File: src/rtl/prog_loader_pkg.sv
// Shared definitions for the byte-stream program loader: state encoding,
// default instruction-memory geometry and frame constants.
package prog_loader_pkg;

  // Loader FSM encoding (3 bits).
  typedef enum logic [2:0] {
    S_IDLE  = 3'd0,
    S_LEN   = 3'd1,
    S_DATA  = 3'd2,
    S_CHECK = 3'd3,
    S_DONE  = 3'd4,
    S_ERR   = 3'd5
  } state_t;

  // Defaults matching the cpu fetch port (5-bit address, 8-bit words).
  localparam int DEF_DATA_W = 8;
  localparam int DEF_ADDR_W = 5;

  // Largest payload that fits the instruction memory.
  localparam int MAX_LEN  = 32;

  // Starting value of the XOR checksum accumulator.
  localparam int CHK_INIT = 0;

endpackage

File: src/rtl/prog_loader.sv
// Program loader: takes a framed byte stream (length, payload[, checksum])
// over valid/ready, writes the payload into instruction memory from address 0
// and releases the cpu once the frame is complete.
// Optional build macro: PROG_LOADER_CHECKSUM_EN adds a trailing XOR checksum
// byte and the CHECK state; without it DATA goes straight to DONE.
module prog_loader
  import prog_loader_pkg::*;
#(
  parameter int DATA_W = DEF_DATA_W,
  parameter int ADDR_W = DEF_ADDR_W
) (
  input  logic              clk_i,
  input  logic              rst_ni,
  input  logic              start_i,
  input  logic              in_valid_i,
  input  logic [DATA_W-1:0] in_data_i,
  output logic              in_ready_o,
  output logic              mem_we_o,
  output logic [ADDR_W-1:0] mem_addr_o,
  output logic [DATA_W-1:0] mem_wdata_o,
  output logic              cpu_run_o,
  output logic              busy_o,
  output logic              error_o
);

  state_t            r_state;
  state_t            w_next;
  logic [ADDR_W:0]   r_len;    // frame length N (1..32)
  logic [ADDR_W:0]   r_cnt;    // payload bytes accepted so far
  logic [ADDR_W-1:0] r_addr;   // next write address
  logic              r_we;
  logic [ADDR_W-1:0] r_waddr;
  logic [DATA_W-1:0] r_wdata;
  logic              w_accept;
  logic              w_len_bad;
  logic              w_last;

`ifdef PROG_LOADER_CHECKSUM_EN
  logic [DATA_W-1:0] r_acc;
`endif

  assign w_accept  = in_valid_i && in_ready_o;
  assign w_len_bad = (in_data_i == '0) || (in_data_i > DATA_W'(MAX_LEN));
  assign w_last    = (r_cnt == (r_len - 1'b1));

  // State register with synchronous active-low reset.
  // NOTE: sequential state uses non-blocking (<=) so every flop samples
  // pre-edge values regardless of block evaluation order.
  always_ff @(posedge clk_i) begin
    if (!rst_ni) r_state <= S_IDLE;
    else         r_state <= w_next;
  end

  // Next-state logic: frame sequencing; start_i only honoured when not busy.
  // NOTE: w_next gets a default before the case so no path leaves it
  // unassigned, which would otherwise infer a latch.
  always_comb begin
    w_next = r_state;
    case (r_state)
      S_IDLE:  if (start_i) w_next = S_LEN;
      S_LEN:   if (w_accept) w_next = w_len_bad ? S_ERR : S_DATA;
      S_DATA: begin
        if (w_accept && w_last) begin
`ifdef PROG_LOADER_CHECKSUM_EN
          w_next = S_CHECK;
`else
          w_next = S_DONE;
`endif
        end
      end
`ifdef PROG_LOADER_CHECKSUM_EN
      S_CHECK: if (w_accept) w_next = (in_data_i == r_acc) ? S_DONE : S_ERR;
`endif
      S_DONE:  if (start_i) w_next = S_LEN;
      S_ERR:   if (start_i) w_next = S_LEN;
      default: w_next = S_IDLE;
    endcase
  end

  // Output decode: status and ready are pure functions of the state.
  always_comb begin
    in_ready_o = 1'b0;
    busy_o     = 1'b0;
    cpu_run_o  = 1'b0;
    error_o    = 1'b0;
    case (r_state)
      S_LEN, S_DATA, S_CHECK: begin
        in_ready_o = 1'b1;
        busy_o     = 1'b1;
      end
      S_DONE:  cpu_run_o = 1'b1;
      S_ERR:   error_o   = 1'b1;
      default: ;
    endcase
  end

  // Datapath: length/address counters and the registered write port.
  // A reset clears the strobe at the same edge, cancelling a pending write.
  always_ff @(posedge clk_i) begin
    if (!rst_ni) begin
      r_len   <= '0;
      r_cnt   <= '0;
      r_addr  <= '0;
      r_we    <= 1'b0;
      r_waddr <= '0;
      r_wdata <= '0;
    end else begin
      r_we <= w_accept && (r_state == S_DATA);
      if (w_accept && r_state == S_LEN) begin
        r_len  <= in_data_i[ADDR_W:0];
        r_cnt  <= '0;
        r_addr <= '0;
      end
      if (w_accept && r_state == S_DATA) begin
        r_waddr <= r_addr;
        r_wdata <= in_data_i;
        r_addr  <= r_addr + 1'b1;   // wraps to 0 after 31; no write follows
        r_cnt   <= r_cnt + 1'b1;
      end
    end
  end

`ifdef PROG_LOADER_CHECKSUM_EN
  // Checksum accumulator: seeded with the length byte, XORs each payload byte.
  always_ff @(posedge clk_i) begin
    if (!rst_ni) begin
      r_acc <= DATA_W'(CHK_INIT);
    end else if (w_accept && r_state == S_LEN) begin
      r_acc <= in_data_i;
    end else if (w_accept && r_state == S_DATA) begin
      r_acc <= r_acc ^ in_data_i;
    end
  end
`endif

  assign mem_we_o    = r_we;
  assign mem_addr_o  = r_waddr;
  assign mem_wdata_o = r_wdata;

endmodule

File: config.mk
export PLATFORM = sky130hd
export DESIGN_NAME = prog_loader
export DESIGN_NICKNAME = d
export VERILOG_FILES = /design/src/rtl/prog_loader_pkg.sv /design/src/rtl/prog_loader.sv
export SDC_FILE = /design/constraint.sdc
export NUM_CORES = 1
export LEC_CHECK = 0
export BUFFER_PORTS_ARGS = -buffer_cell sky130_fd_sc_hd__buf_2
export CAP_MARGIN = 40
export CELL_PAD_IN_SITES_DETAIL_PLACEMENT = 0
export CELL_PAD_IN_SITES_GLOBAL_PLACEMENT = 1
export CORE_ASPECT_RATIO = 0.7
export CORE_UTILIZATION = 43
export CTS_CLUSTER_SIZE = 40
export DETAILED_ROUTE_END_ITERATION = 8
export HOLD_SLACK_MARGIN = 0.15
export PLACE_DENSITY_LB_ADDON = 0.05
export SYNTH_ARGS = -nofsm -noshare
export SYNTH_HDL_FRONTEND = slang
export SYNTH_SLANG_ARGS = --single-unit
File: constraint.sdc
create_clock -name clk_i -period 5 [get_ports clk_i]
set_clock_uncertainty 0.05 [all_clocks]
set_input_delay 0.25 -clock clk_i [delete_from_list [all_inputs] [get_ports clk_i]]
set_output_delay 0.25 -clock clk_i [all_outputs]
set_load 0.1 [all_outputs]
==> results by group <==
Run status
  – Status: finished clean

Power
  – Sw Share: 24.9%
  – Sw Pwr: 145 uW
  – Leakage: 0.000807 uW
  – Worst VDD drop: 0.000139 V
  – Share of total power in combinational logic: 11.4%
  – Clock network power share: 40.4%
  – Pwr/cell area: 300 nW/um2
  – Sequential share of power: 48.2%
  – P_int: 436 uW

Floorplan
  – Core footprint: 3630 um2
  – Top-level I/O count: 30
  – Die W: 76.5 um
  – Die Ht: 54.1 um
  – Starting Density: 46.0%
  – Die area: 4140 um2
  – Row cnt: 18

Drt
  – Final wirelength: 3.66 mm
  – DR vias/cell: 5.28
  – Detail Route Antenna Nets: 0
  – DRC violations left: 0
  – Vias: 1472
  – DR WL/cell: 13.1 um
  – Drt first pass iters: 4
  – Initial DRC count: 46

CTS
  – Hold_buf cts: 0
  – Cts repair resizes: 0
  – Clock buffers created by TritonCTS: 5
  – CTS root buf: clkbuf_8
  – CTS tree: yes
  – Reg clk slew, reported paths: 70 ps
  – Clock Tree Buf Depth: 2
  – H-Tree Depth: 2
  – # Post-CTS Setup Buffers: 0
  – CTS sink cnt: 34
  – Clock Latency Late Sink: 280 ps

Hold path
  – Worst hold path class: in -> reg
  – Hold depth: 3

Logic synthesis
  – Number of synthesized flops with an enable pin: 0
  – Yosys top cell area share: 40.8%
  – Ys Warns: 0
  – Seq/Total Area, Yosys: 40.8%
  – Count of different cell masters after synthesis: 45
  – Asr flop ratio synth: 0%
  – Synth Register Bits: 34
  – Adder-Cell Fraction of Synth Area: 2.25%
  – Mapped Cells: 203
  – Ys flop type: dfxtp_1
  – Compound-Gate Fraction of Synth Area: 18.9%
  – Largest family of logic cells by synthesized area: simple AND/OR/NAND/NOR gates
  – Synthesized cell area: 1670 um2
  – Largest cells by area after synthesis: dfxtp_1, nand2_1, a21boi_1, nor2_1, a21oi_1
  – Post-synthesis xor/xnor area fraction: 3.67%
  – Syn Nets: 218
  – Simple-Gate Fraction of Synth Area: 29.2%
  – Avg Inst Size Synth: 8.22 um2
  – Largest area contributor in the synthesized netlist: dfxtp_1
  – Mux contribution to synthesized area: 1.20%

Worst setup path
  – Critical-path maximum fanout: 18
  – CP arrival: 2310 ps
  – Worst EP required: 5130 ps
  – CP Launch Type: register
  – Crit path capture type: register
  – Reg2Reg Depth: 5
  – CP Class: reg -> reg

Placed design
  – Port bufs: 29
  – DP HPWL: 2.59 mm
  – GPL Wtd Cong: 0.919

STA
  – Period utilisation layout: 43.6%
  – Hold Slack: 169 ps
  – Setup-failing EPs final: 0
  – Max-slew violations: 0
  – RSZ-0062 raised after global routing: false
  – Slew HR: 45.6%
  – Minimum clock period: 2180 ps
  – Fmax: 0.458 GHz
  – Hold Vio Cnt, Final: 0
  – Setup TNS: 0 ps
  – Least-Margin Pin Slew: 812 ps

Global routing
  – Pin count of the biggest net entering global routing: 36
  – Overflow after GRT: 0
  – Initial antenna violation count: 0
  – Vias in the first global route: 1248
  – Global-route wire length before repair: 5.79 mm
  – Global Route Usage Sum: 18.8%

Cells and area
  – Most common cell after layout, fill and taps aside: nand2_1
  – Most frequent cells in the layout: nand2_1, dfxtp_1, buf_2, a21boi_1, nor2_1
  – Diodes inserted: 0
  – Final layout net count: 243
  – Share of cells above drive strength 1: 19.2%
  – Layout area overhead: 16.2%
  – FILL cells: 349
  – Fin util: 53.5%

Run
  – Total of max-cap violations: 0
-- state kept, by name, summed over array words and instances, names as in the netlist --
register,flops
r_state,3
mem_wdata_o,8
mem_addr_o,5
r_cnt,6
r_len,6
r_addr,5
mem_we_o,1
-- per-stage QoR --
step                      total power [uW]  worst slack [ps]  cell area, um2  instances
after floorplan                        336              2120            1670        203
after global placement                 350              2890            1830        271
after detailed placement               352              2810            1830        271
after CTS                              588              2780            1940        279
after global routing                   610              2600            1940        279
final                                  581              2820            1940        279
-- critical path: stages (launching register included) --
cell       delay [ps]
dfxtp_1           570
nand4bb_1         720
nor2_1            330
nand3_1           130
mux2i_1           130
and2_1            150
-- power groups by stage --
stage	logic (uW)	clock network, uW	registers (uW)
floorplan	51.0	0	285
global placement	64.9	0	286
CTS	66.6	242	280
finish	66.2	235	280
detailed placement	66.4	0	286
global route	72.0	258	280
-- synth_stat cells (3+ instances only) --
master and count:
nand2_1 40, dfxtp_1 34, a21boi_1 19, nor2_1 16, a21oi_1 10, nor2b_1 8, clkbuf_1 6, buf_2 5
nand4_1 5, nand3_1 4, o21ai_1 4, xor2_1 4, and2_1 3, ha_1 3, nor3_1 3, xnor2_1 3
-- cells by family (layout without fill, tap and decap cells) --
kind of cell / count (synthesis) / in the layout
AND/OR/NAND/NOR: 96 / 96
flip-flops: 34 / 34
adder cells (fa/ha/maj): 3 / 3
buffers and inverters: 15 / 41
AO/OA/AOI/OAI: 46 / 46
XOR/XNOR: 7 / 7
multiplexers: 2 / 2
-- per-layer routing --
| layer | track usage [%] | vias up | part of all wire, % |
|---|---|---|---|
| met5 | 0 | - | 0 |
| met4 | 6.73 | 0 | 0.52 |
| met3 | 5.42 | 4 | 5.1 |
| met2 | 31.4 | 34 | 45 |
| met1 | 23.7 | 686 | 49 |
| li1 | - | 748 | - |
-- worst paths after layout --
check	startpoint	slack [ps]	end
setup reg to reg	r_state[1]	2820	r_cnt[5]
setup / recovery	r_state[1]	2820	r_cnt[5]
hold / removal	in_data_i[7]	170	mem_wdata_o[7]
hold reg to reg	mem_addr_o[3]	400	mem_addr_o[3]
-- final cells by class --
type                       count  area (um2)  area share (%)
tap                           50        62.6            3.23
clock buffer                   8         110            5.68
timing repair buffer          30         153            7.87
inverter                       3        11.3           0.581
sequential                    34         681            35.1
multi-input combinational    154         922            47.5
Note: power is estimated with default switching activity, not from simulation.
